`config.mk`:
```
export PLATFORM = sky130hd
export DESIGN_NAME = rec_array_serializer
export DESIGN_NICKNAME = d
export VERILOG_FILES = /design/src/rtl/rec_array_serializer.sv
export SDC_FILE = /design/constraint.sdc
export NUM_CORES = 1
export LEC_CHECK = 0
export CORE_MARGIN = 2
export CORE_UTILIZATION = 27
export CTS_BUF_LIST = sky130_fd_sc_hd__clkbuf_16
export CTS_CLUSTER_SIZE = 16
export DETAILED_ROUTE_END_ITERATION = 8
export GPL_TIMING_DRIVEN = 0
export HOLD_SLACK_MARGIN = 0.08
export PLACE_DENSITY = 0.47
export SYNTH_ARGS = -nofsm -noshare
export SYNTH_HDL_FRONTEND = slang
export SYNTH_SLANG_ARGS = --single-unit
```
`constraint.sdc`:
```
create_clock -name clk -period 4.8 [get_ports clk]
set_input_delay 1.44 -clock clk [delete_from_list [all_inputs] [get_ports clk]]
set_output_delay 1.44 -clock clk [all_outputs]
set_load 0.03 [all_outputs]
```
`src/rtl/rec_array_serializer.sv`:
```
// Unpacks a flat ROWS x COLS array of {adr,val} records and streams one record per beat.
// Latency: first record 1 cycle after load accept; out_ready low holds every out_* stable.
module rec_array_serializer #(
    parameter int ROWS  = 4,
    parameter int COLS  = 2,
    parameter int ADR_W = 4,
    parameter int VAL_W = 4,
    localparam int REC_W  = ADR_W + VAL_W,
    localparam int N      = ROWS * COLS,
    localparam int DATA_W = N * REC_W,
    localparam int IDX_W  = (N > 1) ? $clog2(N) : 1,
    localparam int ROW_W  = (ROWS > 1) ? $clog2(ROWS) : 1,
    localparam int COL_W  = (COLS > 1) ? $clog2(COLS) : 1
) (
    input  logic              clk,
    input  logic              rst,
    input  logic              load_valid,
    output logic              load_ready,
    input  logic [DATA_W-1:0] load_data,
    output logic              out_valid,
    input  logic              out_ready,
    output logic [ADR_W-1:0]  out_adr,
    output logic [VAL_W-1:0]  out_val,
    output logic [ROW_W-1:0]  out_row,
    output logic [COL_W-1:0]  out_col,
    output logic              out_last,
    output logic              busy
);

    typedef enum logic {IDLE, SEND} state_t;

    state_t              state_q, state_d;
    logic [IDX_W-1:0]    idx_q, idx_d;
    logic [DATA_W-1:0]   buf_q, buf_d;
    logic [REC_W-1:0]    rec;
    logic                is_last;
    logic                beat;
    logic                load_acc;

    // Explicit mux keeps x/z data out of the index path; only the data bits propagate them.
    always_comb begin
        rec = '0;
        for (int i = 0; i < N; i++) begin
            if (idx_q == IDX_W'(i)) rec = buf_q[i*REC_W +: REC_W];
        end
    end

    assign is_last    = (idx_q == IDX_W'(N - 1));
    assign out_valid  = (state_q == SEND);
    assign busy       = (state_q == SEND);
    assign out_last   = out_valid && is_last;
    assign out_adr    = rec[REC_W-1 -: ADR_W];
    assign out_val    = rec[VAL_W-1:0];
    assign out_row    = ROW_W'(int'(idx_q) / COLS);
    assign out_col    = COL_W'(int'(idx_q) % COLS);
    assign beat       = out_valid && out_ready;
    assign load_ready = !rst && (state_q == IDLE || (beat && out_last));
    assign load_acc   = load_valid && load_ready;

    always_comb begin
        state_d = state_q;
        idx_d   = idx_q;
        buf_d   = buf_q;
        case (state_q)
            IDLE: begin
                if (load_acc) begin
                    buf_d   = load_data;
                    idx_d   = '0;
                    state_d = SEND;
                end
            end
            SEND: begin
                if (beat) begin
                    if (!is_last) begin
                        idx_d = idx_q + IDX_W'(1);
                    end else if (load_acc) begin
                        buf_d = load_data;
                        idx_d = '0;
                    end else begin
                        idx_d   = '0;
                        state_d = IDLE;
                    end
                end
            end
            default: state_d = IDLE;
        endcase
    end

    always_ff @(posedge clk) begin
        if (rst) begin
            state_q <= IDLE;
            idx_q   <= '0;
            buf_q   <= '0;
        end else begin
            state_q <= state_d;
            idx_q   <= idx_d;
            buf_q   <= buf_d;
        end
    end

endmodule

```
==> results_dict.tcl <==
set metrics [dict create \
    fin_cells 675 \
    layout.nets 597 \
    min_to "buf_q[49]" \
    grt-ovfl-total 0 \
    hold_slack_ns 0.472 \
    maxCapViolCount 0 \
    clock_latency_ns 0.33 \
    yosysTopAreaCellShare 0.410 \
    fin_ws_ns 0.204 \
    period_needed_ns 4.60 \
    worstMarginPinSlew_ns 0.488 \
    swShare 0.258 \
    final_area_mm2 0.00459 \
    clock_power_share 0.413 \
    seqCellArea_mm2 0.00136 \
    antenna_found_initial 0 \
    path_clk_slew_ns 0.06 \
    final_antenna_net_count 0 \
    grt_max_degree 12 \
    fin_skew_ns 0.00790 \
    slew_headroom 0.675 \
    async_reset_ff_frac 0 \
    outcome "completed" \
    arrival_ns 3.16 \
    first_iter_violations 135 \
    ff2ff_path_depth 9 \
    syn_inst 430 \
    grt_pass1_wl_mm 16.8 \
    multi_input_area_mm2 0.00173 \
    leakage_nw 1.70 \
    rows 40 \
    h-tree-depth 3 \
    r2r-end "buf_q[31]" \
    synthTopCellsByCount "nand2_1, dfxtp_1, nand2b_1, o21ai_0, a21oi_1" \
    syn_avg_cell_area_um2 7.73 \
    syn_to_final_growth_pct 38.0 \
    viasPerCell 4.65 \
    syn_nets 504 \
    fillerInstances 1302 \
    gp_routability_congestion 0.906 \
    synth_ff_type "dfxtp_1" \
    timing.final.crit_share 0.957 \
    ys_ff_latch 68 \
    synth_most_common_cell "nand2_1" \
    firstDrtPassIters 4 \
    drt_wl_total_mm 10.2 \
    grt_setup_unrepaired "false" \
    cp.required_ns 3.36 \
    antennaDiodeCount 0 \
    yosys-top-cells-area "dfxtp_1, nand2b_1, o21ai_0, nand2_1, a21oi_1" \
    cts_tree "yes" \
    place_worst_setup_slack_ns -0.490 \
    post-synth-top-area-cell "dfxtp_1" \
    crit_start "idx_q[2]" \
    min_from "buf_q[49]" \
    avgRoutedWirePerCell_um 15.1 \
    seq_area_frac_synth 0.410 \
    hp-class "flip-flop to flip-flop" \
    cp-end-kind "output port" \
    placedCellCount 659 \
    synth_cell_type_count 34 \
    netlist_area_mm2 0.00332 \
    post-dp-hpwl_mm 7.79 \
    io_pins 83 \
    p_comb_frac 0.143 \
    grt_pass1_vias 3312 \
    crit_path_max_fanout 10 \
    dr_total_vias 3136 \
    power.density_mw_per_mm2 309 \
    core_mm2 0.0120 \
    start_kind "flip-flop" \
    placed_area_mm2 0.00433 \
    report.final.slew_viol_count 0 \
    cts-root-buf "clkbuf_16" \
    vdd_drop_max_uv 146 \
    grtUsageTotal 0.165 \
    die_width_um 115 \
    final_layout_size_suffix_gt1_frac 0.0814 \
    setup_viol 0 \
    ys_warn_count 0 \
    seq_power_share 0.444 \
    numPortBuffers 82 \
    synth_edf_count 0 \
    cts.sinks 68 \
    max_freq_ghz 0.218 \
    die-height_um 115 \
    worstSetupPathType "flip-flop to output port" \
    start_util 0.277 \
    drc 0 \
    internal_power_w 0.00105 \
    r2r-start "idx_q[0]" \
    total_power_w 0.00142 \
    numCtsBuffers 9 \
    p_sw_w 0.000365 \
    clk_path_buf_depth 2 \
    min_path_cells 2 \
    post_cts_buffers 0 \
    dieArea_mm2 0.0132 \
    hold_viol 0 \
    ff2ff_setup_slack_ns 2.73 \
]
==> stage by stage <==
| step | setup TNS, ns | utilization |
|---|---|---|
| finish | 0 | 0.382 |
| global route | 0 | 0.382 |
| CTS | 0 | 0.382 |
| floorplan | 0 | - |
| detailed placement | -0.490 | 0.360 |
| global placement | -0.474 | 0.360 |
==> cell type report <==
class,count,share of cell area
Buffer,36,0.0415
Clock buffer,9,0.0491
Clock inverter,7,0.00791
Inverter,13,0.0106
Multi-Input combinational cell,313,0.377
Sequential cell,68,0.297
Tap cell,147,0.0401
Timing Repair Buffer,82,0.177
==> cell usage in the layout (no fill, tap or decap), drive strengths merged <==
| cell | instances |
|---|---|
| nor3b | 2 |
| nor3 | 5 |
| dlygate4sd2 | 4 |
| and2 | 2 |
| nor2 | 24 |
| dfxtp | 68 |
| a221oi | 5 |
| o21ai | 59 |
| clkinvlp | 2 |
| a22oi | 2 |
| inv | 15 |
| nand2 | 72 |
| clkdlybuf4s50 | 72 |
| o22ai | 5 |
| nand3b | 8 |
| clkbuf | 29 |
| a32oi | 1 |
| a21oi | 30 |
| clkdlybuf4s15 | 2 |
| nand2b | 61 |
| or3 | 1 |
| nand3 | 2 |
| dlymetal6s2s | 2 |
| a211oi | 1 |
| nand4 | 1 |
| mux2i | 1 |
| buf | 18 |
| nor2b | 5 |
| clkinv | 3 |
| a221o | 5 |
| ha | 6 |
| a21boi | 1 |
| o31ai | 14 |
==> worst max path at each step <==
stage          slack, ns  cells after the start         end
2_1_floorplan       0.62                      9  out_adr[3]
3_3_place_gp       -0.47                      5  load_ready
3_5_place_dp       -0.49                      5  load_ready
4_1_cts             0.01                      5  load_ready
5_1_grt            0.002                     10  out_val[1]
6_report            0.20                     10  out_adr[2]
==> worst max-delay path, stage by stage, from the launching register on <==
cell           delay, ns
dfxtp_1             0.45
buf_2               0.27
inv_1               0.10
buf_2               0.21
ha_1                0.21
buf_2               0.17
or3_1               0.43
a21oi_1             0.20
o22ai_1             0.16
a21oi_1             0.22
dlygate4sd2_1       0.42
==> power by group through the flow <==
stage / Sequential, W / Combinational [W] / Clock (W)
after floorplan: 0.000632 / 0.000105 / 0
after global placement: 0.000641 / 0.000206 / 0
after detailed placement: 0.000641 / 0.000208 / 0
after CTS: 0.000629 / 0.000207 / 0.000595
after global routing: 0.000632 / 0.000226 / 0.000635
final: 0.000629 / 0.000203 / 0.000584
==> state kept, by name, summed over array words and instances, names as in the netlist <==
| name | flops |
|---|---|
| idx_q | 3 |
| buf_q | 64 |
| busy | 1 |
==> layer usage <==
metal,part of all wire,GRT usage,vias up
li1,-,-,1639
met2,0.45,0.258,89
met5,0,0,-
met1,0.47,0.221,1398
met4,0.012,0.0450,0
met3,0.060,0.0527,10
==> kinds of logic (layout without fill, tap and decap cells) <==
kind of cell               count (synthesis)  in the layout  share of synthesized area
DFF                                       68             68                      0.410
AOI/OAI and AO/OA                        123            123                      0.218
adders and majority gates                  6              6                     0.0226
buffers and inverters                     49            147                     0.0712
muxes                                      1              1                    0.00301
and+or+nand+nor                          183            183                      0.275
==> timing repair <==
action / 4_1_cts / 5_1_grt
endpoints found under the setup margin: 8 / 5
gates cloned: 0 / 0
hold buffers: 0 / 0
gates resized for setup: 11 / 11
No activity file was read; power rests on OpenSTA's default activity.
